File: src/rtl/reg_arb_pkg.sv
// Shared definitions for the two-port register-bus arbiter: FSM encoding,
// port identifiers and bus widths.
package reg_arb_pkg;

    localparam int ADDR_W = 7;
    localparam int DATA_W = 8;

    localparam logic PORT_A = 1'b0;
    localparam logic PORT_B = 1'b1;

    typedef enum logic [1:0] {
        IDLE    = 2'd0,
        ISSUE   = 2'd1,
        WAIT_RD = 2'd2,
        DONE    = 2'd3
    } arb_state_t;

endpackage

File: src/rtl/reg_arb_hold_timer.sv
// Hold counter bounding how long a locked grant may starve the other port.
// Only instantiated when REG_ARB_HOLD_TIMEOUT_EN is defined.
module reg_arb_hold_timer #(
    parameter int MAX_HOLD = 255
) (
    input  logic i_clk,
    input  logic i_reset_n,
    input  logic i_owner_lock,
    input  logic i_other_req,
    input  logic i_owner_new,
    output logic o_ignore,
    output logic o_expire
);

    logic [7:0] count;
    logic       ignore_q;
    logic       expire_q;
    logic       honour;

    assign honour   = i_owner_lock && !ignore_q;
    assign o_ignore = ignore_q;
    assign o_expire = expire_q;

    always_ff @(posedge i_clk or negedge i_reset_n) begin
        if (!i_reset_n) begin
            count    <= '0;
            ignore_q <= 1'b0;
            expire_q <= 1'b0;
        end else begin
            expire_q <= 1'b0;
            // A dropped lock or a change of owner starts a fresh hold window.
            if (i_owner_new || !i_owner_lock) begin
                count    <= '0;
                ignore_q <= 1'b0;
            end else if (honour && i_other_req) begin
                if (count == 8'(MAX_HOLD - 1)) begin
                    count    <= '0;
                    ignore_q <= 1'b1;
                    expire_q <= 1'b1;
                end else begin
                    count <= count + 8'd1;
                end
            end
        end
    end

endmodule

File: src/rtl/reg_bus_arbiter.sv
// Two-port register-file arbiter (SPI host A, internal engine B) with round-robin
// and grant lock. Optional lock timeout via REG_ARB_HOLD_TIMEOUT_EN.
module reg_bus_arbiter
    import reg_arb_pkg::*;
#(
    parameter int RD_LAT   = 1,
    parameter int MAX_HOLD = 255
) (
    input  logic              i_clk,
    input  logic              i_reset_n,
    input  logic              i_a_req,
    input  logic              i_a_wr,
    input  logic [ADDR_W-1:0] i_a_addr,
    input  logic [DATA_W-1:0] i_a_wdata,
    input  logic              i_a_lock,
    input  logic              i_b_req,
    input  logic              i_b_wr,
    input  logic [ADDR_W-1:0] i_b_addr,
    input  logic [DATA_W-1:0] i_b_wdata,
    input  logic              i_b_lock,
    output logic              o_a_ack,
    output logic [DATA_W-1:0] o_a_rdata,
    output logic              o_b_ack,
    output logic [DATA_W-1:0] o_b_rdata,
    output logic [ADDR_W-1:0] o_rf_addr,
    output logic [DATA_W-1:0] o_rf_wdata,
    output logic              o_rf_we,
    output logic              o_rf_re,
    input  logic [DATA_W-1:0] i_rf_rdata,
    output logic              o_busy,
    output logic              o_timeout,
    output logic [1:0]        o_dbg_state
);

    arb_state_t        state, state_nxt;
    logic              last_served;
    logic              lat_wr;
    logic [ADDR_W-1:0] lat_addr;
    logic [DATA_W-1:0] lat_wdata;
    logic [1:0]        rd_cnt;
    logic              rd_last;
    logic [DATA_W-1:0] a_rdata_q, b_rdata_q;

    logic owner_lock, lock_ignore, lock_active;
    logic a_elig, b_elig, grant_valid, grant_port;

    // The owner is simply the last served port; only it may hold a lock.
    assign owner_lock  = (last_served == PORT_B) ? i_b_lock : i_a_lock;
    assign lock_active = owner_lock && !lock_ignore;
    assign a_elig      = i_a_req && (!lock_active || last_served == PORT_A);
    assign b_elig      = i_b_req && (!lock_active || last_served == PORT_B);
    assign grant_valid = a_elig || b_elig;
    assign grant_port  = (a_elig && b_elig) ? ~last_served : b_elig;

`ifdef REG_ARB_HOLD_TIMEOUT_EN
    logic other_req, owner_new;
    assign other_req = (last_served == PORT_B) ? i_a_req : i_b_req;
    assign owner_new = (state == IDLE) && grant_valid && (grant_port != last_served);

    reg_arb_hold_timer #(.MAX_HOLD(MAX_HOLD)) u_hold_timer (
        .i_clk        (i_clk),
        .i_reset_n    (i_reset_n),
        .i_owner_lock (owner_lock),
        .i_other_req  (other_req),
        .i_owner_new  (owner_new),
        .o_ignore     (lock_ignore),
        .o_expire     (o_timeout)
    );
`else
    assign lock_ignore = 1'b0;
    assign o_timeout   = (MAX_HOLD < 1); // constant 0 for every legal MAX_HOLD
`endif

    assign rd_last = (rd_cnt == 2'(RD_LAT - 1));

    always_ff @(posedge i_clk or negedge i_reset_n) begin
        if (!i_reset_n) state <= IDLE;
        else            state <= state_nxt;
    end

    always_comb begin
        state_nxt  = state;
        o_rf_addr  = '0;
        o_rf_wdata = '0;
        o_rf_we    = 1'b0;
        o_rf_re    = 1'b0;
        case (state)
            IDLE: begin
                if (grant_valid) state_nxt = ISSUE;
            end
            ISSUE: begin
                o_rf_addr  = lat_addr;
                o_rf_wdata = lat_wdata;
                o_rf_we    = lat_wr;
                o_rf_re    = !lat_wr;
                state_nxt  = lat_wr ? DONE : WAIT_RD;
            end
            WAIT_RD: begin
                if (rd_last) state_nxt = DONE;
            end
            DONE: begin
                state_nxt = IDLE;
            end
            default: state_nxt = IDLE;
        endcase
    end

    always_ff @(posedge i_clk or negedge i_reset_n) begin
        if (!i_reset_n) begin
            last_served <= PORT_B;
            lat_wr      <= 1'b0;
            lat_addr    <= '0;
            lat_wdata   <= '0;
            rd_cnt      <= '0;
            a_rdata_q   <= '0;
            b_rdata_q   <= '0;
        end else begin
            // Request lines are only looked at here; later changes cannot leak in.
            if (state == IDLE && grant_valid) begin
                last_served <= grant_port;
                lat_wr      <= (grant_port == PORT_B) ? i_b_wr    : i_a_wr;
                lat_addr    <= (grant_port == PORT_B) ? i_b_addr  : i_a_addr;
                lat_wdata   <= (grant_port == PORT_B) ? i_b_wdata : i_a_wdata;
            end
            if (state == ISSUE)        rd_cnt <= '0;
            else if (state == WAIT_RD) rd_cnt <= rd_cnt + 2'd1;
            if (state == WAIT_RD && rd_last) begin
                if (last_served == PORT_B) b_rdata_q <= i_rf_rdata;
                else                       a_rdata_q <= i_rf_rdata;
            end
        end
    end

    assign o_a_ack     = (state == DONE) && (last_served == PORT_A);
    assign o_b_ack     = (state == DONE) && (last_served == PORT_B);
    assign o_a_rdata   = a_rdata_q;
    assign o_b_rdata   = b_rdata_q;
    assign o_busy      = (state != IDLE);
    assign o_dbg_state = state;

endmodule

File: config.mk
export PLATFORM = sky130hd
export DESIGN_NAME = reg_bus_arbiter
export DESIGN_NICKNAME = d
export VERILOG_FILES = /design/src/rtl/reg_arb_pkg.sv /design/src/rtl/reg_arb_hold_timer.sv /design/src/rtl/reg_bus_arbiter.sv
export SDC_FILE = /design/constraint.sdc
export NUM_CORES = 1
export LEC_CHECK = 0
export ABC_AREA = 1
export BUFFER_PORTS_ARGS = -buffer_cell sky130_fd_sc_hd__buf_2
export CORE_ASPECT_RATIO = 0.9
export CORE_MARGIN = 3
export CORE_UTILIZATION = 45
export DETAILED_ROUTE_END_ITERATION = 10
export HOLD_SLACK_MARGIN = 0.08
export PLACE_DENSITY = 0.75
export SKIP_CTS_REPAIR_TIMING = 1
export SLEW_MARGIN = 20
export SYNTH_ARGS = -nofsm -noshare
export SYNTH_HDL_FRONTEND = slang
export SYNTH_SLANG_ARGS = --single-unit
File: constraint.sdc
create_clock -name i_clk -period 3.1 [get_ports i_clk]
set_input_delay 0.93 -clock i_clk [delete_from_list [all_inputs] [get_ports i_clk]]
set_output_delay 0.93 -clock i_clk [all_outputs]
set_load 0.05 [all_outputs]
==> key figures, run 1 <==
Power and ir drop
  – Clock power share: about a tenth
  – Pwr dens: about 1100 nW/um^2
  – Switching pwr: ~1.6 mW
  – Int Pwr: 1.32 mW
  – Leak: roughly 1.7 nW
  – Sw Ratio: about 55%
  – Sequential power share: 30.1%
  – Worst VDD drop: 0.000429 V
  – Comb pwr share: about 59%
  – Final Power: 2.97 mW

Drt
  – Via Count: ~1.9k
  – Initial DRC Count: 96
  – Mean number of vias per cell: 4.53
  – Post-DRT Antenna Nets: 0
  – WL final: around 4.7 mm
  – Drt first pass iters: 4
  – Routed wire per std cell: roughly 11 um
  – DRC Markers: 0

Timing
  – Pins Over Slew Limit: 0
  – Final min period: 2710 ps
  – Tcrit/Tclk final: 87.4%
  – RSZ-0062 raised after global routing: false
  – Slew margin rel.: 46.9%
  – Maximum clock frequency: between 300 and 400 MHz
  – Fin. Hold Viols: 0
  – Worst-margin pin slew: 797 ps
  – # setup viols final: 0
  – Final TNS setup: 0 ps
  – Clock skew: ~6.8 ps

Logic synthesis
  – FF+latch count, synth: 37
  – Area of the mapped netlist: 2090 sq um
  – Yosys warns: 0
  – Post-synthesis sequential area ratio: approximately 44%
  – Post-synth net total: between 300 and 400
  – Avg Inst Size Synth: 7.38 sq um
  – Top cells by area, synth: dfrtp_1, nand2_1, inv_1
  – Cells after Synth: between 200 and 300
  – Distinct cells, synth: 21
  – Top cell type's share of synthesized area: ~43%
  – Synth area leader: dfrtp_1

Worst setup path
  – R2R setup slack: ~1400 ps
  – Critical path endpoint category: primary output
  – Worst path required time: around 2200 ps
  – R2r startpoint: last_served
  – Worst Setup Path Type: reg -> out
  – Critical R2R Capture: lat_addr[6]
  – Worst Reg-to-Reg Cells: 5
  – CP Max Fanout: 10
  – Arr. time, crit path: 1780 ps
  – Startpoint types: register

Floorplan
  – Die H: 70.6 um
  – Die area: 5490 sq um
  – Core Box Area: ~4300 sq um
  – Io pins: 85
  – Starting Density: between 40% and 50%
  – # rows: 22
  – DIE WIDTH: slightly below 80 um

Final layout
  – Final instance area: around 2600 sq um
  – Area grow syn2layout: 24.1%
  – Layout cells sized above 1: between 20% and 30%
  – Area of the multi-input gates: around 830 sq um
  – Post-layout util: between 60% and 70%
  – Nets: between 400 and 500
  – Filler cells: 410
  – Post-Layout Cell Count: between 400 and 500
  – Register area: 927 sq um
  – Antenna cells: 0

Placed design
  – RD Place Congestion: 0.779
  – DP Cell Count: approximately 420
  – Hpwl dp: between 3 and 4 mm
  – Port Buffer Count: 83
  – Dpl cell area: about 2500 sq um

Hold path
  – HP Class: reg -> reg
  – Min-delay src: o_b_rdata[3]
  – Hold path cells: 2
  – Hold Path Sink: o_b_rdata[3]

Clock network
  – H-tree depth reported by CTS: 2
  – Clock Tree Root: clkbuf_8
  – CTS tree: done
  – Total CTS buffers: 5
  – Clock slew at reported path FFs: ~70 ps
  – CTS Buffer Depth: 2
  – CTS sink count: 37
  – Worst-skew pair later-pin latency: about 280 ps

GRT
  – Number of global-route vias before repair: 1,762
  – Largest net degree at the start of global routing: 38
  – Initial antenna violation count: 0
  – Overall Global Routing Usage: around 18%
  – GRT overflow: 0
  – First-pass GRT wire length: about 8 mm

Run
  – Max Cap Viol: 0

Run status
  – Status: finished, final reports clean
-- cells by family after synthesis --
group,Yosys count,synth area share (%)
other,1,0.180
AND/OR/NAND/NOR,140,29.7
buffers and inverters,78,15.9
adder cells (fa/ha/maj),6,3.59
flip-flops,37,44.4
AO/OA/AOI/OAI,21,6.23
-- flip-flops by register name, summed over array words and instances (netlist names) --
register and count:
lat_wdata 8, o_a_rdata 8, o_b_rdata 8, lat_addr 7
o_dbg_state 2, rd_cnt 2, last_served 1, lat_wr 1
-- how the worst max path moves through the flow --
stage | start | to | cells after the start
5_1_grt | o_dbg_state[1] | o_rf_wdata[5] | 6
4_1_cts | o_dbg_state[1] | o_rf_addr[6] | 6
3_5_place_dp | o_dbg_state[1] | o_rf_addr[6] | 6
2_1_floorplan | o_dbg_state[1] | o_rf_re | 5
6_report | o_dbg_state[1] | o_rf_addr[6] | 6
3_3_place_gp | o_dbg_state[1] | o_rf_wdata[2] | 6
-- synthesized netlist by cell type (all sizes together) --
cell type and number:
ha 6, a21boi 1, nand3 41, buf 8, a21oi 1, dfstp 1
nand3b 1, nand2 96, o21ai 19, inv 67, dfrtp 36, conb 1
clkbuf 3, nor2 2
-- per-layer routing --
layer	GRT usage, %	vias up	share of wire [%]
met4	3.95	0	0.53
met3	4.83	4	6.9
met2	29.2	64	48
li1	-	999	-
met5	0	-	0
met1	23.9	855	45
-- placed cells by master (no fill, tap or decap), types with 2 or more instances in the layout --
cell type | Yosys | layout
buf_2 | 2 | 83
nor2_1 | 2 | 2
dfrtp_1 | 36 | 36
clkinv_2 | 0 | 2
nand3_1 | 39 | 39
clkbuf_8 | 0 | 5
nand2_4 | 3 | 3
o21ai_0 | 18 | 18
nand2_1 | 93 | 93
ha_1 | 6 | 6
inv_1 | 66 | 66
-- cell type report --
type,instances,area share (%)
tap,60,2.90
timing repair buffer,84,16.3
inverter,67,9.80
clock inverter,2,0.386
sequential,37,35.8
multi-input combinational,168,32.0
clock buffer,6,2.80
-- through the flow --
stage / setup slack, ps / hold WS (ps)
final: 392 / 481
after global routing: 286 / 509
after CTS: 367 / 484
after detailed placement: 679 / 466
after global placement: 748 / 461
after floorplan: 300 / 449
-- critical path, stage by stage, from the launching register on --
cell and delay, ps:
dfrtp_1 440, inv_1 130, ha_1 330, buf_4 230, nand2_1 60, inv_1 50, buf_2 250
-- power by group through the flow --
stage,clock network [mW],registers [mW],logic (mW)
floorplan,0,1.27,1.01
global placement,0,0.895,1.74
detailed placement,0,0.897,1.77
CTS,0.325,0.893,1.78
global route,0.354,0.924,1.92
finish,0.317,0.894,1.76
Power figures use the tool's default switching activity.
==> run 2: changes to the inputs <==
CORE_UTILIZATION = 50   (was 45)
CTS_CLUSTER_SIZE = 10   (was not set)
PLACE_DENSITY = 0.82   (was 0.75)
==> run 2 against run 1 <==
First-iteration DRC count is 25% higher. Critical path type unchanged. Flip-flop and latch count unchanged. Count of clock-buffer cells in the layout increased by 1. Utilization grew 5.7 points.
==> key figures, run 2 (synthesis gave the netlist of run 1 again) <==
Timing
  – # setup viols final: 0 (unchanged)
  – Slew margin rel.: 46.7% (-0.16 points)
  – Worst-margin pin slew: 799 ps (+2.44 ps)
  – RSZ-0062 raised after global routing: false
  – Final worst setup slack: 454 ps (+62.3 ps)
  – Clock skew: 7.00 ps (+0.239 ps)
  – Final TNS setup: 0 ps (unchanged)
  – Fin. Hold Viols: 0 (unchanged)
  – Final min period: 2650 ps (-62.3 ps)
  – Pins Over Slew Limit: 0 (unchanged)
  – Maximum clock frequency: 378 MHz (+2.4%)
  – Tcrit/Tclk final: 85.3% (-2.0 points)

Power and ir drop
  – Comb pwr share: 59.3% (about the same)
  – Int Pwr: 1.32 mW (-0.13%)
  – Sw Ratio: 55.1% (-0.31 points)
  – Switching pwr: 1.62 mW (-1.4%)
  – Clock power share: 10.5% (-0.2 points)
  – Worst VDD drop: 0.000426 V (-0.73%)
  – Sequential power share: 30.2% (about the same)
  – Pwr dens: 1150 nW/um^2 (about the same)
  – Leak: 1.69 nW (-0.56%)

Worst setup path
  – Critical R2R Capture: o_a_rdata[6]
  – Largest stage delay on the critical path: 440 ps (about the same)
  – Crit path capture: o_rf_re
  – R2r startpoint: o_dbg_state[0]
  – Worst path required time: 2170 ps (about the same)
  – Worst Setup Path Type: reg -> out
  – CP Max Fanout: 17 (+7)
  – Arr. time, crit path: 1720 ps (-60 ps)
  – Startpoint types: register
  – Worst Reg-to-Reg Cells: 5 (unchanged)
  – CP top delay family: buffers and inverters
  – CP max-delay cell: dfrtp_1
  – Critical path endpoint category: primary output
  – CP startpoint: o_dbg_state[1]
  – WP depth: 5 (-1)
  – Critical Path Most Common Cell: inv_1
  – Critical-path cell list: inv_1 > ha_2 > inv_1 > nor2_1 > buf_2
  – R2R setup slack: 1430 ps (about the same)
  – Worst Path Buf+Inv: 3 (-1)

Placed design
  – Dpl cell area: 2480 sq um (-1.0%)
  – Port Buffer Count: 83 (unchanged)
  – Placement Setup Slack: 520 ps (-159 ps)
  – RD Place Congestion: 0.785 (+0.68%)
  – Hpwl dp: 3.40 mm (-5.9%)

GRT
  – Overall Global Routing Usage: 18.7% (+0.82 points)
  – Largest net degree at the start of global routing: 38 (unchanged)
  – Number of global-route vias before repair: 1,750 (-0.68%)
  – First-pass GRT wire length: 7.32 mm (-8.9%)
  – Initial antenna violation count: 0 (unchanged)
  – GRT overflow: 0 (unchanged)

Run
  – Max Cap Viol: 0 (unchanged)

Drt
  – WL final: 4.35 mm (-7.9%)
  – Drt first pass iters: 4 (unchanged)
  – Routed wire per std cell: 10.6 um (-4.6%)
  – Initial DRC Count: 120 (+25%)
  – Mean number of vias per cell: 4.58 (+1.1%)
  – Post-DRT Antenna Nets: 0 (unchanged)
  – DRC Markers: 0 (unchanged)
  – Via Count: 1,875 (-2.4%)

Run status
  – Status: finished, final reports clean

Clock network
  – CTS tree: done
  – Clock Tree Root: clkbuf_8
  – H-tree depth reported by CTS: 2 (unchanged)
  – CTS Buffer Depth: 2 (unchanged)
  – Total CTS buffers: 5 (unchanged)
  – Worst-skew pair later-pin latency: 270 ps (about the same)
  – Clock slew at reported path FFs: 70 ps (about the same)
  – CTS sink count: 37 (unchanged)

Final layout
  – Antenna cells: 0 (unchanged)
  – Layout cells sized above 1: 27.3% (-0.20 points)
  – Final instance area: 2570 sq um (-0.92%)
  – Area grow syn2layout: 22.9%
  – Most frequent cells in the layout: nand2_1, buf_2, inv_1
  – Nets: 414 (-0.24%)
  – Leading cell type in the layout, fill and taps excluded: nand2_1

Floorplan
  – DIE WIDTH: 74.1 um (-4.7%)
  – Die area: 4990 sq um (-9.2%)
  – # rows: 21 (-4.5%)
  – Starting Density: 54.1% (+5.1 points)
  – Core Box Area: 3860 sq um (-9.5%)
  – Die H: 67.3 um (-4.7%)
  – Io pins: 85 (unchanged)

Hold path
  – HP Class: reg -> reg
## run 2: power by group through the flow
stage	Combinational, mW	Clock, mW	Sequential (mW)
CTS	1.77	0.318	0.891
floorplan	1.01	0	1.27
finish	1.75	0.309	0.889
global placement	1.73	0	0.886
detailed placement	1.76	0	0.897
global route	1.92	0.337	0.922
## run 2: stage by stage
stage / power [mW] / instances / util [%] / hold WS (ps)
floorplan: 2.28 / 283 / - / 449
global placement: 2.62 / 401 / 64.3 / 461
detailed placement: 2.66 / 401 / 64.3 / 467
CTS: 2.97 / 409 / 66.4 / 484
global route: 3.18 / 409 / 66.5 / 508
finish: 2.95 / 409 / 66.5 / 480
## run 2: how the worst min path moves through the flow
stage	start	end	slack (ps)	cells past startpoint
2_1_floorplan	lat_addr[0]	lat_addr[0]	450	2
3_3_place_gp	o_b_rdata[2]	o_b_rdata[2]	460	2
3_5_place_dp	lat_wdata[1]	lat_wdata[1]	470	2
4_1_cts	lat_wdata[5]	lat_wdata[5]	480	2
5_1_grt	o_b_rdata[0]	o_b_rdata[0]	510	2
6_report	o_b_rdata[2]	o_b_rdata[2]	480	2
## run 2: area by class of cell
class | instances | area [sq um]
Clock buffer | 7 | 76.3
Clock inverter | 1 | 5.00
Fill cell | 331 | 1290
Inverter | 67 | 254
Multi-Input combinational cell | 168 | 832
Sequential cell | 37 | 927
Tap cell | 46 | 57.6
Timing Repair Buffer | 83 | 415
## run 2: tightest hold or removal path: stages, from the launching register on
cell	delay, ps
dfrtp_1	340
nand2_1	50
o21ai_0	60
## run 2: per-layer routing
layer | up-vias | global-route usage (%) | share of wire, %
met4 | 0 | 3.39 | 0.23
met2 | 60 | 32.6 | 47
met1 | 817 | 24.4 | 46
met3 | 2 | 3.57 | 6.6
met5 | - | 0 | 0
li1 | 996 | - | -
